--- src/rtl/display_pkg.sv ---
// Shared types and constants for the seven-segment display arbitration path.
package display_pkg;

    typedef enum logic [1:0] {
        IDLE   = 2'd0,
        SHOW   = 2'd1,
        SWITCH = 2'd2
    } disp_state_t;

    localparam int DISP_W = 16;

    // Segment pattern the display controller uses for a dark digit.
    localparam logic [7:0] BLANK_CODE = 8'hFF;

endpackage

--- src/rtl/prio_pick.sv ---
// Fixed-priority picker: the lowest set request bit wins.
module prio_pick #(
    parameter int N = 4
) (
    input  logic [N-1:0] req,
    output logic [N-1:0] onehot,
    output logic         valid
);

    // Two's-complement trick isolates the lowest set bit.
    assign onehot = req & (~req + N'(1));
    assign valid  = |req;

endmodule

--- src/rtl/display_arbiter.sv ---
// Shares the 4-digit display between prioritised requesters with minimum hold,
// a one-cycle blank between owners, and optional per-owner blinking.
module display_arbiter
    import display_pkg::*;
#(
    parameter int NUM_REQ     = 4,
    parameter int HOLD_TICKS  = 4,
    parameter int BLINK_TICKS = 2
) (
    input  logic                      clk,
    input  logic                      clear_n,
    input  logic                      tick,
    input  logic [NUM_REQ-1:0]        req,
    input  logic [DISP_W*NUM_REQ-1:0] req_data,
    input  logic [NUM_REQ-1:0]        req_blink,
    output logic [NUM_REQ-1:0]        grant,
    output logic                      grant_pulse,
    output logic [DISP_W-1:0]         disp_data,
    output logic                      disp_blank,
    output logic                      busy,
    output disp_state_t               state_dbg
);

    localparam logic [1:0] ST_IDLE   = IDLE;
    localparam logic [1:0] ST_SHOW   = SHOW;
    localparam logic [1:0] ST_SWITCH = SWITCH;

    localparam int HW = $clog2(HOLD_TICKS + 1);
    localparam int BW = $clog2(BLINK_TICKS + 1);
    localparam logic [HW-1:0] HOLD_MAX   = HW'(HOLD_TICKS);
    localparam logic [HW-1:0] HOLD_LAST  = HW'(HOLD_TICKS - 1);
    localparam logic [BW-1:0] BLINK_LAST = BW'(BLINK_TICKS - 1);

    logic [1:0]          state;
    logic [HW-1:0]       hold_cnt;
    logic                hold_done;
    logic [BW-1:0]       blink_cnt;
    logic                blink_phase;
    logic [BW-1:0]       blink_cnt_nxt;
    logic                blink_phase_nxt;
    logic [NUM_REQ-1:0]  win_onehot;
    logic                win_valid;
    logic [DISP_W-1:0]   win_data;
    logic [DISP_W-1:0]   own_data;
    logic                own_req;
    logic                own_blink;
    logic                own_wins;

    prio_pick #(.N(NUM_REQ)) u_pick (
        .req    (req),
        .onehot (win_onehot),
        .valid  (win_valid)
    );

    always_comb begin
        win_data = '0;
        own_data = '0;
        for (int i = 0; i < NUM_REQ; i++) begin
            if (win_onehot[i]) win_data = win_data | req_data[DISP_W*i +: DISP_W];
            if (grant[i])      own_data = own_data | req_data[DISP_W*i +: DISP_W];
        end
    end

    assign own_req   = |(req & grant);
    assign own_blink = |(req_blink & grant);
    assign own_wins  = win_valid && (win_onehot == grant);

    // Blink phase restarts from "visible" whenever the owner turns blinking off.
    always_comb begin
        blink_cnt_nxt   = blink_cnt;
        blink_phase_nxt = blink_phase;
        if (!own_blink) begin
            blink_cnt_nxt   = '0;
            blink_phase_nxt = 1'b0;
        end else if (tick) begin
            if (blink_cnt == BLINK_LAST) begin
                blink_cnt_nxt   = '0;
                blink_phase_nxt = ~blink_phase;
            end else begin
                blink_cnt_nxt = blink_cnt + BW'(1);
            end
        end
    end

    always_ff @(posedge clk or negedge clear_n) begin
        if (!clear_n) begin
            state       <= ST_IDLE;
            grant       <= '0;
            grant_pulse <= 1'b0;
            disp_data   <= '0;
            disp_blank  <= 1'b1;
            hold_cnt    <= '0;
            hold_done   <= 1'b0;
            blink_cnt   <= '0;
            blink_phase <= 1'b0;
        end else begin
            grant_pulse <= 1'b0;
            case (state)
                ST_IDLE, ST_SWITCH: begin
                    if (win_valid) begin
                        state       <= ST_SHOW;
                        grant       <= win_onehot;
                        grant_pulse <= 1'b1;
                        disp_data   <= win_data;
                        disp_blank  <= 1'b0;
                        hold_cnt    <= '0;
                        hold_done   <= 1'b0;
                        blink_cnt   <= '0;
                        blink_phase <= 1'b0;
                    end else begin
                        state      <= ST_IDLE;
                        grant      <= '0;
                        disp_blank <= 1'b1;
                    end
                end
                ST_SHOW: begin
                    if (hold_done && !own_wins) begin
                        state      <= win_valid ? ST_SWITCH : ST_IDLE;
                        grant      <= '0;
                        disp_blank <= 1'b1;
                    end else begin
                        if (own_req) disp_data <= own_data;
                        if (tick && hold_cnt != HOLD_MAX) hold_cnt <= hold_cnt + HW'(1);
                        if (tick && hold_cnt == HOLD_LAST) hold_done <= 1'b1;
                        blink_cnt   <= blink_cnt_nxt;
                        blink_phase <= blink_phase_nxt;
                        disp_blank  <= blink_phase_nxt;
                    end
                end
                default: begin
                    state      <= ST_IDLE;
                    grant      <= '0;
                    disp_blank <= 1'b1;
                end
            endcase
        end
    end

    assign busy      = (state != ST_IDLE);
    assign state_dbg = disp_state_t'(state);

endmodule
--- config.mk ---
export PLATFORM = sky130hd
export DESIGN_NAME = display_arbiter
export DESIGN_NICKNAME = d
export VERILOG_FILES = /design/src/rtl/display_pkg.sv /design/src/rtl/prio_pick.sv /design/src/rtl/display_arbiter.sv
export SDC_FILE = /design/constraint.sdc
export NUM_CORES = 1
export LEC_CHECK = 0
export CORE_MARGIN = 5
export CORE_UTILIZATION = 47
export CTS_CLUSTER_DIAMETER = 100
export DETAILED_ROUTE_END_ITERATION = 12
export GPL_TIMING_DRIVEN = 0
export PLACE_DENSITY = 0.87
export SLEW_MARGIN = 10
export SYNTH_ARGS = -nofsm -noshare
export SYNTH_HDL_FRONTEND = slang
export SYNTH_SLANG_ARGS = --single-unit
--- constraint.sdc ---
create_clock -name clk -period 3.2 [get_ports clk]
set_input_delay 0.64 -clock clk [delete_from_list [all_inputs] [get_ports clk]]
set_output_delay 0.64 -clock clk [all_outputs]
set_load 0.03 [all_outputs]
==> impl_metrics.toml <==
[global_routing]
grt.overflow.total = 0
grt_max_degree = 32
globalRouteTotalUtil_pct = 27.4
grt_pass1_wl_mm = 13.9
grt_pass1_vias = 2807
antenna_found_initial = 0

[setup_path]
critPathBufInv = 3
path_max_fanout = 10
crit_family = "buffers and inverters"
crit_cells = 8
slowest_delay_ps = 540
crit_chain = "clkdlybuf4s50_1 -> buf_2 -> nor4b_4 -> buf_2 -> a22oi_1 -> o21ai_0 -> a21oi_1 -> mux2i_1"
critPathKind = "in2reg"
startpoint_type = "input pin"
arrival_ps = 2900
critPathCaptureType = "flop"
cp_common_cell = "buf_2"
slowest_stage = "clkdlybuf4s50_1"
reg2reg_depth = 6
cp.required_ps = 3410

[route]
routed_wirelength_mm = 9.42
first_pass_iters = 6
ant_nets = 0
avgViaCountPerCell = 6.48
num_vias = 2940
drcViolationCount = 0
drt_iter0_drc = 443
avgRoutedWirePerCell_um = 20.7

[yosys]
synthesis.area_mm2 = 0.00241
ys_types = 43
synth_edf_count = 0
syn_nets = 357
yosys.area_share.adder_pct = 2.08
synthFlopType = "dfrtp_1"
synth_cells = 278
synth_compound_area_share_pct = 41.0
synthMuxAreaShare_pct = 6.65
ys_ff_latch = 31
synth_warnings = 0
synth_area_per_cell_um2 = 8.67
synth_xor_area_share_pct = 0.363
async_flop_share_pct = 100
yosys.area_share.simple_pct = 9.14
synth_top_family_by_area = "compound AO/OA/AOI/OAI gates"
yosysSeqAreaShare_pct = 32.2

[clock_network]
cts_resized = 0
cts_buffers = 5
cts_tree = "built"
ctsHoldBuffers = 0
htree_levels = 2
clk_latency_ps = 300
path_clk_slew_ps = 80
cts-root-buf = "clkbuf_8"
cts.sinks = 31
cts.path.max_buffers = 2
cts_setup_buffers = 0

[hold_path]
min_path_type = "in2async"

[placement]
io_buffers = 98
placed_area_mm2 = 0.00347
gp_congestion = 0.925
dp_hpwl_mm = 6.81
dpl_worst_slack_ps = 291

[sta]
tns_ps = 0
rsz0062_at_grt = "false"
setup_slack_ps = 509
hold_violations = 0
worst_slew_pin_slew_ps = 737
setup_viol = 0
finalClockSkew_ps = 11.9
period_needed_ps = 2690
finalCritPeriodShare_pct = 84.1
fmax_mhz = 372
finalMaxSlewViolations = 0
relSlewSlack_pct = 50.9

[final_layout]
design_area_mm2 = 0.00358
area_growth_pct = 48.4
post-route-util_pct = 70.9
drive_gt1_share_pct = 6.77
nets = 462
insertedDiodeCount = 0
final_cell_mix = "clkdlybuf4s50_1, a22oi_1, a21oi_1"
final_common_cell = "clkdlybuf4s50_1"

[floorplan]
ios = 100
initial_core_util_pct = 47.8
die_w_um = 81.6
rows = 26
dieArea_mm2 = 0.00666
die_h_um = 81.6
core_area_mm2 = 0.00504

[run]
drv_cap = 0

[pwr]
leakage_nw = 1.38
fin_total_pwr_mw = 3.20
power_per_cell_area_mw_per_mm2 = 895
ir_drop_uv = 710

[status]
status = "finished, final reports clean"
==> registers in the layout, summed over array words and instances, names as in the netlist <==
name and count:
blink_cnt 2, hold_done 1, grant 4, grant_pulse 1
blink_phase 1, hold_cnt 3, state_dbg 2, disp_data 16
disp_blank 1
==> metal layers <==
layer  GRT usage, %  up-vias  routed length [µm]
li1               -     1280                   -
met3           6.14       40                 853
met5              0        -                   0
met1           35.6     1408                3770
met2           43.2      212                4460
met4           12.8        0                 337
==> logic make-up after synthesis <==
logic type                 Yosys count
AOI/OAI and AO/OA                  141
buffers and inverters               47
and+or+nand+nor                     38
DFF                                 31
muxes                               16
adders and majority gates            4
xor gates and xnor gates             1
==> layout make-up <==
class | count | area [µm²]
Buffer | 25 | 123
Clock buffer | 7 | 96.3
Clock inverter | 1 | 7.51
Fill cell | 416 | 1470
Inverter | 22 | 82.6
Multi-Input combinational cell | 200 | 1430
Sequential cell | 31 | 777
Tap cell | 70 | 87.6
Timing Repair Buffer | 98 | 976
==> Yosys cell counts, types with 2 or more instances <==
master	instances	area (µm²)
a22oi_1	67	503
nor2_1	8	30.0
buf_2	4	20.0
nand2b_1	3	18.8
or2_2	2	12.5
a32o_1	4	40.0
a21oi_1	35	175
nand3_1	4	20.0
mux2i_1	16	160
ha_1	4	50.1
nor3_1	2	10.0
dfrtp_1	30	751
buf_1	2	7.51
inv_1	22	82.6
clkbuf_1	17	63.8
nand2_1	10	37.5
nor2b_1	2	12.5
o21ai_0	16	80.1
a41oi_1	2	17.5
a31oi_1	5	31.3
==> stage by stage <==
step	std cells	hold WS, ps
floorplan	278	344
global placement	446	476
CTS	454	414
finish	454	400
detailed placement	446	485
global route	454	460
==> path summary, 6_finish.rpt <==
| check | startpoint | slack (ps) | end |
|---|---|---|---|
| setup / recovery | req[1] | 510 | disp_data[4]$_DFFE_PN0P_ |
| hold / removal | clear_n | 400 | disp_data[9]$_DFFE_PN0P_ |
| setup reg to reg | state_dbg[0]$_DFFE_PN0P_ | 1030 | disp_data[13]$_DFFE_PN0P_ |
| hold reg to reg | blink_cnt[0]$_DFFE_PN0P_ | 490 | blink_cnt[0]$_DFFE_PN0P_ |
| max in group asynchronous | clear_n | 2320 | disp_data[4]$_DFFE_PN0P_ |
| min in group clk | blink_cnt[0]$_DFFE_PN0P_ | 490 | blink_cnt[0]$_DFFE_PN0P_ |
==> report_power, final <==
part / total (mW) / switching, mW / leakage, nW / internal [mW]
clock network: 0.362 / 0.166 / 0.0505 / 0.196
registers: 0.680 / 0.123 / 0.399 / 0.558
logic: 2.16 / 1.25 / 0.933 / 0.907
Power figures use the tool's default switching activity.
